File: src/rtl/spi_master.sv
// spi_master: SPI initiator for all four CPOL/CPHA modes. It sends and receives one word per ss assertion.
// Build option SPI_MASTER_LOOPBACK_EN adds a loopback input; when set, the sample path reads mosi instead of miso.
module spi_master #(
   parameter int clk_polarity = 0,
   parameter int clk_phase    = 0,
   parameter int DATA_WIDTH   = 16,
   parameter int CLK_DIV      = 2
) (
   input  logic                  clk,
   input  logic                  rst,
   input  logic [DATA_WIDTH-1:0] tx_data,
   input  logic                  tx_valid,
   output logic                  tx_ready,
   output logic [DATA_WIDTH-1:0] rx_data,
   output logic                  rx_valid,
   output logic                  busy,
   output logic                  sclk,
   output logic                  mosi,
   input  logic                  miso,
`ifdef SPI_MASTER_LOOPBACK_EN
   input  logic                  loopback,
`endif
   output logic                  ss
);
   localparam logic CPOL = (clk_polarity != 0);
   localparam logic CPHA = (clk_phase != 0);
   localparam int   DIVW = (CLK_DIV > 1) ? $clog2(CLK_DIV) : 1;
   localparam int   EW   = $clog2(2 * DATA_WIDTH);
   localparam logic [DIVW-1:0] LAST_DIV  = DIVW'(CLK_DIV - 1);
   localparam logic [EW-1:0]   LAST_EDGE = EW'(2 * DATA_WIDTH - 1);

   typedef enum logic [2:0] {IDLE, SETUP, XFER, HOLD, GAP} state_t;

   state_t                state_q, state_d;
   logic [DIVW-1:0]       div_cnt_q, div_cnt_d;
   logic [EW-1:0]         edge_cnt_q, edge_cnt_d;
   logic [DATA_WIDTH-1:0] tx_shift_q, tx_shift_d;
   logic [DATA_WIDTH-1:0] rx_shift_q, rx_shift_d;
   logic [DATA_WIDTH-1:0] rx_data_q, rx_data_d;
   logic                  sclk_q, sclk_d;
   logic                  ss_q, ss_d;
   logic                  mosi_q, mosi_d;
   logic                  rx_valid_q, rx_valid_d;
   logic                  tick, accept, last_edge, sample_edge, drive_edge, sample_bit;
`ifdef SPI_MASTER_LOOPBACK_EN
   logic                  loopback_q, loopback_d;
`endif

   assign tick      = (state_q != IDLE) && (div_cnt_q == LAST_DIV);
   assign accept    = (state_q == IDLE) && tx_valid;
   assign last_edge = (edge_cnt_q == LAST_EDGE);

   // CPHA=0 samples on even edges and drives on odd ones; CPHA=1 swaps the parity.
   assign sample_edge = (state_q == XFER) && tick && (edge_cnt_q[0] == CPHA);
   assign drive_edge  = (state_q == XFER) && tick && (edge_cnt_q[0] != CPHA) && !last_edge;

`ifdef SPI_MASTER_LOOPBACK_EN
   assign sample_bit = loopback_q ? mosi_q : miso;
`else
   assign sample_bit = miso;
`endif

   always_ff @(posedge clk) begin
      if (rst) begin
         state_q    <= IDLE;
         div_cnt_q  <= '0;
         edge_cnt_q <= '0;
         tx_shift_q <= '0;
         rx_shift_q <= '0;
         rx_data_q  <= '0;
         sclk_q     <= CPOL;
         ss_q       <= 1'b1;
         mosi_q     <= 1'b0;
         rx_valid_q <= 1'b0;
`ifdef SPI_MASTER_LOOPBACK_EN
         loopback_q <= 1'b0;
`endif
      end else begin
         state_q    <= state_d;
         div_cnt_q  <= div_cnt_d;
         edge_cnt_q <= edge_cnt_d;
         tx_shift_q <= tx_shift_d;
         rx_shift_q <= rx_shift_d;
         rx_data_q  <= rx_data_d;
         sclk_q     <= sclk_d;
         ss_q       <= ss_d;
         mosi_q     <= mosi_d;
         rx_valid_q <= rx_valid_d;
`ifdef SPI_MASTER_LOOPBACK_EN
         loopback_q <= loopback_d;
`endif
      end
   end

   always_comb begin
      state_d = state_q;
      unique case (state_q)
         IDLE:    if (tx_valid)            state_d = SETUP;
         SETUP:   if (tick)                state_d = XFER;
         XFER:    if (tick && last_edge)   state_d = HOLD;
         HOLD:    if (tick)                state_d = GAP;
         GAP:     if (tick)                state_d = IDLE;
         default:                          state_d = IDLE;
      endcase
   end

   always_comb begin
      div_cnt_d  = '0;
      edge_cnt_d = '0;
      tx_shift_d = tx_shift_q;
      rx_shift_d = rx_shift_q;
      rx_data_d  = rx_data_q;
      sclk_d     = sclk_q;
      ss_d       = ss_q;
      mosi_d     = mosi_q;
      rx_valid_d = 1'b0;
`ifdef SPI_MASTER_LOOPBACK_EN
      loopback_d = loopback_q;
`endif
      if (state_q != IDLE) begin
         div_cnt_d = tick ? '0 : div_cnt_q + 1'b1;
      end
      if (state_q == XFER) begin
         edge_cnt_d = edge_cnt_q;
         if (tick) begin
            edge_cnt_d = last_edge ? '0 : edge_cnt_q + 1'b1;
            sclk_d     = ~sclk_q;
         end
      end
      if (accept) begin
         ss_d = 1'b0;
`ifdef SPI_MASTER_LOOPBACK_EN
         loopback_d = loopback;
`endif
         // CPHA=0 must present the MSB before the first (sampling) edge.
         if (CPHA) begin
            tx_shift_d = tx_data;
         end else begin
            mosi_d     = tx_data[DATA_WIDTH-1];
            tx_shift_d = tx_data << 1;
         end
      end
      if (drive_edge) begin
         mosi_d     = tx_shift_q[DATA_WIDTH-1];
         tx_shift_d = tx_shift_q << 1;
      end
      if (sample_edge) begin
         rx_shift_d = {rx_shift_q[DATA_WIDTH-2:0], sample_bit};
      end
      if ((state_q == HOLD) && tick) begin
         ss_d       = 1'b1;
         rx_data_d  = rx_shift_q;
         rx_valid_d = 1'b1;
      end
   end

   always_comb begin
      tx_ready = (state_q == IDLE);
      busy     = (state_q != IDLE);
      sclk     = sclk_q;
      ss       = ss_q;
      mosi     = mosi_q;
      rx_data  = rx_data_q;
      rx_valid = rx_valid_q;
   end
endmodule

File: config.mk
export PLATFORM = sky130hd
export DESIGN_NAME = spi_master
export DESIGN_NICKNAME = d
export VERILOG_FILES = /design/src/rtl/spi_master.sv
export SDC_FILE = /design/constraint.sdc
export NUM_CORES = 1
export LEC_CHECK = 0
export BUFFER_PORTS_ARGS = -buffer_cell sky130_fd_sc_hd__buf_2
export CAP_MARGIN = 5
export CORE_MARGIN = 10
export CORE_UTILIZATION = 33
export CTS_CLUSTER_DIAMETER = 40
export DETAILED_ROUTE_END_ITERATION = 8
export GPL_TIMING_DRIVEN = 0
export PLACE_DENSITY = 0.6
export SETUP_SLACK_MARGIN = 0.4
export SLEW_MARGIN = 10
export SYNTH_ARGS = -nofsm -noshare
export SYNTH_HDL_FRONTEND = slang
export SYNTH_SLANG_ARGS = --single-unit
export TNS_END_PERCENT = 10
File: constraint.sdc
create_clock -name clk -period 4.8 [get_ports clk]
set_clock_uncertainty 0.1 [all_clocks]
set_input_delay 0.48 -clock clk [delete_from_list [all_inputs] [get_ports clk]]
set_output_delay 0.48 -clock clk [all_outputs]
set_load 0.005 [all_outputs]
==> results.md, run 1 <==
* HP Class: in -> reg
* Final Hold Viols at 0
* Grt total ovfl at 0
* Maximum clock rate at 452 MHz
* Maximum root-to-sink buffer count at 2
* Clock Latency Late Sink at 340 ps
* Power per cell area at 342 mW/mm^2
* Fin Setup TNS at 0 ps
* Die height at 107 um
* Final setup vio count at 0
* Setup CP Type: reg -> reg
* Cell family with most CP delay: buffers and inverters
* DRC errors left at 0
* Buffer and inverter count on the worst path at 2
* Sequential area share after synthesis at 0.485
* Total GRT Usage at 0.105
* Synthesized cell area at 0.00248 mm^2
* Count of buffers from port buffering at 41
* Gpl congestion at 0.742
* Storage cell area at 0.00120 mm^2
* Area occupied by multi-input gates at 0.00113 mm^2
* Count leader, synth: dfxtp_1
* Least-Margin Pin Slew at 663 ps
* Post-synthesis sequential element count at 60
* Crit path launch type: register
* Yosys top cell by area: dfxtp_1
* Vias/cell at ~5
* Growth of design area from synthesis to finish at 21.0%
* Final non-filler cell total at 413
* N_diodes at 0
* Slowest Stage Delay on Critical Path at 400 ps
* Worst path arrival time at 2360 ps
* I/O pin count at 42
* Antenna viol nets, final at 0
* Top cells by area, synth: dfxtp_1 (48%), a311oi_2 (6.1%), a22o_1 (5.7%), nand2_1 (5.0%), nor3_1 (3.6%)
* CTS tree: yes
* Max Cap Viol at 0
* First-pass GRT wire length at 9.61 mm
* Layout cells sized above 1 at 0.277
* PostCTS Resize Cnt at 0
* LEAKAGE at between 1 and 1.5 nW
* Area after DPL at between 0.002 and 0.003 mm^2
* Worst-path fanout max at 10
* Final Instance Area at 0.00300 mm^2
* Row cnt at 31
* Detail Placement HPWL at 4.18 mm
* Drt initial violations at 89
* CP required at 4950 ps
* Hold buffers post-CTS at 0
* Largest net degree at the start of global routing at 11
* Total wire length at between 5 and 6 mm
* CTS sink count at 60
* Placed cell count at 398
* Post-synth EDFFs at 0
* Syn Inst Count at ~260
* Ys Warns at 0
* Top-area cell type share of the netlist area at 0.485
* Final Critical Period at between 2000 and 2500 ps
* Fin. max-slew vios at 0
* Clk slew on worst S/H paths at 60 ps
* Drt pass-1 iters at 4
* Initial core utilization at 0.340
* DR vias at ~2100
* Netlist cell types at 39
* Critical-path top delay cell: clkbuf_1
* Core area at 0.00729 mm^2
* Total nets after synthesis at 280
* Number of global-route vias before repair at 2037
* Layout fillers at 772
* Dpl ws at approximately 2600 ps
* Status: complete, no violations
* Die width at ~110 um
* FFs w/ async S/R, synth at 0
* DR WL/cell at 14.3 um
* Worst setup EP type: register
* Mean post-synth cell area at about 9.6 um^2
* RSZ-0062 raised after global routing: no
* Post-route setup slack at roughly 2600 ps
* CTS Buf Count at 9
* Period utilization at 0.461
* Top FF cell, synth: dfxtp_1
* Max VDD drop at between 100 and 150 uV
* # Post-CTS Setup Buffers at 0
* Crit-path cells: ha_1 -> and3_1 -> ha_1 -> nand2b_1 -> clkbuf_1 -> clkbuf_1 -> nor3_1 -> a311oi_2
* Count of nets after finishing at 332
* Slew headroom at 0.558
* Die area at between 0.01 and 0.015 mm^2
* H-tree levels at 3
* Most frequent cells after synthesis: dfxtp_1 (60), nand2_1 (33), nor3_1 (18)
* Final hold slack at 299 ps
* Root Driver: clkbuf_8
* Antenna violations before repair at 0
layout make-up:
cell class	instances	area share
timing repair buffer	41	0.0685
tap	99	0.0413
clock inverter	5	0.0175
buffer	26	0.0459
clock buffer	10	0.0459
sequential	60	0.401
multi-input combinational	170	0.377
inverter	2	0.00251
power by group:
group	leakage (nW)	total, mW	switching, mW	internal [mW]
registers	0.486	0.518	0.00826	0.510
clock network	0.0979	0.438	0.191	0.248
logic	0.553	0.0677	0.0380	0.0297
worst paths after layout:
kind	cells after the start	slack, ps	end	start
min reg2reg	2	350	ss	ss
max reg2reg	8	2590	tx_shift_q[6]	edge_cnt_q[1]
max	8	2590	tx_shift_q[6]	edge_cnt_q[1]
min	3	300	rx_shift_q[0]	miso
registers in the layout (all words and copies together) (netlist names):
register    cells
rx_data        16
rx_shift_q     16
tx_shift_q     15
edge_cnt_q      5
state_q         3
div_cnt_q       1
mosi            1
rx_valid        1
sclk            1
ss              1
per-layer routing:
layer  GRT usage  wire, um  vias up
met3      0.0377       319       14
met1       0.122      2730      953
met5           0         0        -
li1            -         -     1048
met2       0.160      2690       43
met4      0.0687       157        0
metrics by stage:
stage | utilization | power (mW)
after floorplan | - | 0.572
after global placement | 0.385 | 0.596
after detailed placement | 0.385 | 0.597
after CTS | 0.411 | 1.04
after global routing | 0.411 | 1.06
final | 0.411 | 1.02
worst register-to-register path: stages, from the launching register on:
cell and delay, ps:
dfxtp_1 360, ha_1 170, and3_1 160, ha_1 180
nand2b_1 110, clkbuf_1 260, clkbuf_1 400, nor3_1 120
a311oi_2 260
cells by family (layout without fill, tap and decap cells):
group,after synthesis,in the layout,synth area share
flops,60,60,0.485
fa+ha+maj,2,2,0.0101
xor+xnor,4,4,0.0141
buf+inv,28,84,0.0586
compound gates,71,71,0.224
mux,3,3,0.0121
simple gates,90,90,0.196
layout by cell type, fill, tap and decap left out, drive strengths merged:
master	count
inv	1
clkinv	4
clkbuf	16
nor3	18
bufinv	1
nand2	33
or2	1
a311oi	16
nor2	6
or4b	3
nor2b	2
a2111oi	1
o21ai	17
nand3	17
a22o	16
xor2	2
nand3b	1
nand4bb	1
and3	1
buf	61
a21oi	18
or3	2
mux2i	3
and4bb	1
a21o	1
o311ai	1
nor3b	1
nor4b	1
o31ai	1
ha	2
nand2b	1
xnor2	2
clkinvlp	1
nand4b	1
dfxtp	60
No activity file was read; power rests on OpenSTA's default activity.
==> run 2: changes to the inputs <==
clock period = 2.1 ns   (was 4.8 ns; I/O delays follow)
==> results.md, run 2 (synthesized netlist as in run 1, its figures left out) <==
* Max Cap Viol at 0 (unchanged)
* Core area at 0.00729 mm^2 (unchanged)
* Fin. max-slew vios at 0 (unchanged)
* H-tree levels at 3 (unchanged)
* Status: complete, no violations
* Crit-path cells: ha_4 -> and3_4 -> ha_4 -> nand2b_4 -> buf_8 -> or2_1 -> buf_6 -> buf_12 -> a311oi_2
* Die height at 107 um (unchanged)
* Final setup vio count at 0 (unchanged)
* Logic gate share of total power at 0.068 (+0.002)
* Die width at 107 um (unchanged)
* I/O pin count at 42 (unchanged)
* Layout fillers at 774 (+0.26%)
* Antenna violations before repair at 0 (unchanged)
* Maximum root-to-sink buffer count at 2 (unchanged)
* FF-to-FF End: tx_shift_q[15]
* Number of global-route vias before repair at 2072 (+1.7%)
* Crit path launch type: register
* CP required at 2240 ps (-2710 ps)
* Critical Path Most Common Cell: ha_4
* Root Driver: clkbuf_8
* Total wire length at 6.09 mm (+3.3%)
* Vias/cell at 4.92 (-1.2%)
* Net Sw Frac at 0.231 (about the same)
* Growth of design area from synthesis to finish at 27.9%
* Max VDD drop at 264 uV (+140%)
* DR vias at 2072 (+0.68%)
* Final Critical Period at 1940 ps (-266 ps)
* R2r setup slk at 160 ps (-2430 ps)
* Worst path arrival time at 2080 ps (-280 ps)
* Int Power at 1.78 mW (+130%)
* Worst-path fanout max at 5 (-5)
* Drt pass-1 iters at 4 (unchanged)
* RSZ-0062 raised after global routing: yes
* DRC errors left at 0 (unchanged)
* Hold EP: rx_shift_q[0]
* Reg power frac at 0.510 (+0.004)
* Commonest non-fill, non-tap cell in the layout: dfxtp_1
* Dpl ws at 47.1 ps (-2530 ps)
* Clk slew on worst S/H paths at 70 ps (about the same)
* DR WL/cell at 14.5 um (+1.4%)
* N_diodes at 0 (unchanged)
* Fin Setup TNS at 0 ps (unchanged)
* Post-route setup slack at 155 ps (-2430 ps)
* FF-to-FF path depth at 9 (+1)
* Critical-path top delay cell: dfxtp_4
* Total GRT Usage at 0.107 (+0.00243)
* Period utilization at 0.926 (+0.465)
* Count of buffers from port buffering at 41 (unchanged)
* Clock Latency Late Sink at 330 ps (about the same)
* Hold_sp: miso
* Least-Margin Pin Slew at 645 ps (-17.8 ps)
* Worst setup EP type: register
* Grt total ovfl at 0 (unchanged)
* Antenna viol nets, final at 0 (unchanged)
* Initial core utilization at 0.340 (unchanged)
* Hold path cells at 3 (unchanged)
* Setup CP Type: reg -> reg
* Clk network pwr share at 0.421 (-0.007)
* Start of the worst register-to-register path: edge_cnt_q[0]
* Count of nets after finishing at 339 (+2.1%)
* CTS sink count at 60 (unchanged)
* Layout cells sized above 1 at 0.320 (+0.0428)
* Detail Placement HPWL at 4.12 mm (-1.5%)
* Gpl congestion at 0.742 (about the same)
* Row cnt at 31 (unchanged)
* Slew headroom at 0.570 (+0.0119)
* Power per cell area at 732 mW/mm^2 (+110%)
* CTS Buf Count at 9 (unchanged)
* First-pass GRT wire length at 10.1 mm (+4.8%)
* Drt initial violations at 73 (-18%)
* Maximum clock rate at 514 MHz (+14%)
* Largest net degree at the start of global routing at 11 (unchanged)
* Most frequent cells in the layout: dfxtp_1 (58), buf_2 (52), nand2_1 (33)
* Final Hold Viols at 0 (unchanged)
* Psw at 0.537 mW (+130%)
* Die area at 0.0114 mm^2 (unchanged)
* LEAKAGE at 1.19 nW (+4.7%)
* Slowest Stage Delay on Critical Path at 350 ps (-50 ps)
* HP Class: in -> reg
* CTS tree: yes
run 2: cell count changes in the layout (fill, tap and decap cells not counted), moves of 2 or more:
cell,before,now
ha_1,2,0
dfxtp_1,60,58
buf_4,3,8
a311oi_1,6,3
buf_12,0,2
a311oi_2,10,13
clkbuf_1,6,9
clkinv_2,3,1
nor3_2,0,2
nor3_1,18,16
ha_4,0,2
run 2: worst max-delay path: cells and delay by family (launching register included):
kind                       cells  cell delay (ps)
and+or+nand+nor                3              510
buffers and inverters          3              390
DFF                            1              350
adders and majority gates      2              300
AOI/OAI and AO/OA              1              200
run 2: area by class of cell:
class | count | area [um^2] | area share
tap | 99 | 124 | 0.0391
sequential | 60 | 1210 | 0.381
multi-input combinational | 170 | 1200 | 0.378
timing repair buffer | 48 | 290 | 0.0916
clock buffer | 14 | 143 | 0.0450
inverter | 2 | 7.51 | 0.00237
clock inverter | 2 | 35.0 | 0.0111
buffer | 26 | 165 | 0.0521
run 2: power groups by stage:
| stage | Sequential [mW] | Combinational (mW) | Clock (mW) |
|---|---|---|---|
| after floorplan | 1.20 | 0.104 | 0 |
| after global placement | 1.21 | 0.155 | 0 |
| after detailed placement | 1.21 | 0.156 | 0 |
| after CTS | 1.18 | 0.156 | 0.996 |
| after global routing | 1.19 | 0.176 | 1.05 |
| final | 1.18 | 0.159 | 0.978 |
run 2: per-stage QoR:
stage / area (um^2) / hold WS [ps] / total power [mW] / instances / utilization
2_1_floorplan: 2520 / 258 / 1.31 / 258 / -
3_3_place_gp: 2850 / 336 / 1.36 / 398 / 0.391
3_5_place_dp: 2850 / 343 / 1.36 / 398 / 0.391
4_1_cts: 3110 / 32.9 / 2.33 / 419 / 0.426
5_1_grt: 3170 / 60.7 / 2.41 / 421 / 0.434
6_report: 3170 / 43.2 / 2.32 / 421 / 0.434
run 2: worst max path at each step:
| stage | slack (ps) | startpoint | end | cells past startpoint |
|---|---|---|---|---|
| after detailed placement | 50 | edge_cnt_q[1] | tx_shift_q[14] | 8 |
| after global placement | 100 | edge_cnt_q[1] | tx_shift_q[14] | 8 |
| after global routing | 80 | edge_cnt_q[0] | tx_shift_q[15] | 9 |
| final | 160 | edge_cnt_q[0] | tx_shift_q[15] | 9 |
| after CTS | 90 | edge_cnt_q[0] | tx_shift_q[13] | 9 |
| after floorplan | 210 | edge_cnt_q[1] | tx_shift_q[10] | 9 |
run 2: routing by layer:
metal	wire length, um	vias to the layer above	GRT usage
met3	297	11	0.0371
li1	-	1065	-
met1	2910	961	0.134
met4	115	0	0.0590
met5	0	-	0
met2	2760	35	0.158
run 2: timing repair:
| item | 4_1_cts | 5_1_grt |
|---|---|---|
| hold endpoints to repair | 0 | 0 |
| hold buffers | 0 | 0 |
| pin swaps | 3 | 2 |
| gates cloned | 1 | 0 |
| setup endpoints to repair | 18 | 41 |
| resized for setup | 4 | 10 |
| setup buffers | 4 | 2 |
==> run 3: changes to the inputs <==
CORE_ASPECT_RATIO = 0.8   (was unset)
==> results.md, run 3 (synthesized netlist as in run 1, its figures left out) <==
* Hold EP: rx_shift_q[0]
* Power per cell area at 785 mW/mm^2 (+7.2%)
* Total wire length at 6.00 mm (-1.5%)
* Start of the worst register-to-register path: edge_cnt_q[0]
* Slowest Stage Delay on Critical Path at 340 ps (about the same)
* First-pass GRT wire length at 10.2 mm (+1.1%)
* Antenna viol nets, final at 0 (unchanged)
* CP required at 2250 ps (about the same)
* DR WL/cell at 14.6 um (+0.92%)
* Clock Latency Late Sink at 340 ps (about the same)
* Row cnt at 28 (-9.7%)
* R2r setup slk at 130 ps (-20 ps)
* I/O pin count at 42 (unchanged)
* Max VDD drop at 324 uV (+23%)
* Hold path cells at 3 (unchanged)
* HP Class: in -> reg
* Maximum root-to-sink buffer count at 2 (unchanged)
* Least-Margin Pin Slew at 678 ps (+33.5 ps)
* DRC errors left at 0 (unchanged)
* Maximum clock rate at 508 MHz (-1.3%)
* Die height at 97.5 um (-8.6%)
* H-tree levels at 3 (unchanged)
* Slew headroom at 0.548 (-0.0223)
* Status: complete, no violations
* FF-to-FF path depth at 9 (unchanged)
* Vias/cell at 5.16 (+4.8%)
* Detail Placement HPWL at 4.11 mm (-0.27%)
* Post-route setup slack at 130 ps (-24.9 ps)
* Critical Path Most Common Cell: ha_4
* Layout fillers at 754 (-2.6%)
* Die width at 117 um (+9.6%)
* RSZ-0062 raised after global routing: yes
* CTS sink count at 60 (unchanged)
* Drt initial violations at 110 (+51%)
* Gpl congestion at 0.754 (+1.6%)
* Drt pass-1 iters at 4 (unchanged)
* Largest net degree at the start of global routing at 12 (+1)
* Clk slew on worst S/H paths at 70 ps (about the same)
* Crit path launch type: register
* Most frequent cells in the layout: dfxtp_1 (58), buf_2 (51), nand2_1 (33)
* Antenna violations before repair at 0 (unchanged)
* Cell family with most CP delay: simple AND/OR/NAND/NOR gates
* Dpl ws at 68.2 ps (+21.0 ps)
* Final hold slack at 29.1 ps (-14.1 ps)
* Grt total ovfl at 0 (unchanged)
* LEAKAGE at 1.20 nW (+0.38%)
* N_diodes at 0 (unchanged)
* Critical-path top delay cell: dfxtp_2
* CTS Buf Count at 9 (unchanged)
* Die area at 0.0114 mm^2 (+0.18%)
* Buffer and inverter count on the worst path at 3 (unchanged)
* Core area at 0.00736 mm^2 (+0.89%)
* Count of nets after finishing at 338 (-0.29%)
* CTS tree: yes
* Period utilization at 0.938 (+0.0118)
* Final Critical Period at 1970 ps (+24.9 ps)
* Final setup vio count at 0 (unchanged)
* Final Hold Viols at 0 (unchanged)
* DR vias at 2120 (+2.3%)
* Count of buffers from port buffering at 41 (unchanged)
* Number of global-route vias before repair at 2126 (+2.6%)
* Growth of design area from synthesis to finish at 27.6%
* Crit-path cells: ha_4 -> and3_4 -> ha_4 -> nand2b_4 -> buf_8 -> or2_1 -> buf_6 -> buf_12 -> a311oi_2
* FF-to-FF End: tx_shift_q[13]
* Setup CP Type: reg -> reg
* Fin Setup TNS at 0 ps (unchanged)
* Worst-path fanout max at 5 (unchanged)
* Worst setup EP type: register
* Commonest non-fill, non-tap cell in the layout: dfxtp_1
* Fin. max-slew vios at 0 (unchanged)
* Layout cells sized above 1 at 0.321 (+0.000996)
* Initial core utilization at 0.337 (-0.00300)
* Total GRT Usage at 0.110 (+0.00300)
* Hold_sp: miso
* Max Cap Viol at 0 (unchanged)
* Worst path arrival time at 2120 ps (+40 ps)
* Root Driver: clkbuf_8
## run 3: changes by cell type in the layout (fill, tap and decap cells not counted), moves of 2 or more
| cell | previous run | this run |
|---|---|---|
| clkbuf_1 | 9 | 5 |
| clkinvlp_4 | 0 | 2 |
| nor3_1 | 16 | 18 |
| nor3_2 | 2 | 0 |
## run 3: worst reg2reg max path, stage by stage (launching register included)
cell and delay, ps:
dfxtp_2 340, ha_4 150, and3_4 170, ha_4 150
nand2b_4 140, buf_8 120, or2_1 230, buf_6 140
buf_12 130, a311oi_2 230
## run 3: final cells by class
type                    count  area, um^2  area share
well taps                  90         113      0.0356
clock inverters             6        88.8      0.0281
flip-flops and latches     60        1200       0.381
multi-input cells         170        1180       0.374
repair buffers             47         274      0.0867
plain buffers              26         165      0.0523
inverters                   2        7.51     0.00238
clock buffers              10         128      0.0404
## run 3: worst max-delay path by stage
stage	startpoint	endpoint	slack, ps	cells after the start
after floorplan	edge_cnt_q[1]	tx_shift_q[10]	210	9
after global placement	edge_cnt_q[1]	tx_shift_q[14]	90	8
after detailed placement	edge_cnt_q[1]	tx_shift_q[6]	70	8
after CTS	edge_cnt_q[1]	tx_shift_q[13]	120	9
after global routing	edge_cnt_q[0]	mosi	30	9
final	edge_cnt_q[0]	tx_shift_q[13]	130	9
## run 3: metrics by stage
step / area [um^2] / std cells / util / power (mW)
3_3_place_gp: 2840 / 389 / 0.386 / 1.36
3_5_place_dp: 2840 / 389 / 0.386 / 1.36
4_1_cts: 3140 / 411 / 0.427 / 2.52
2_1_floorplan: 2520 / 258 / - / 1.31
5_1_grt: 3160 / 411 / 0.430 / 2.59
6_report: 3160 / 411 / 0.430 / 2.48
## run 3: repair_timing
action                                  4_1_cts  5_1_grt
cloned                                        1        0
buffers inserted                              5        0
endpoints found under the setup margin       18       40
resized for setup                             6        4
hold buffers                                  0        0
pin swaps                                     4        2
## run 3: layer usage
metal | routed length (um) | global-route usage
met3 | 442 | 0.0617
met4 | 22 | 0.0285
met1 | 2930 | 0.144
met2 | 2600 | 0.151
met5 | 0 | 0
## run 3: where the power goes
| part | internal [mW] | leakage [nW] | switching (mW) |
|---|---|---|---|
| clock network | 0.668 | 0.102 | 0.474 |
| logic | 0.0692 | 0.605 | 0.0872 |
| registers | 1.16 | 0.487 | 0.0188 |
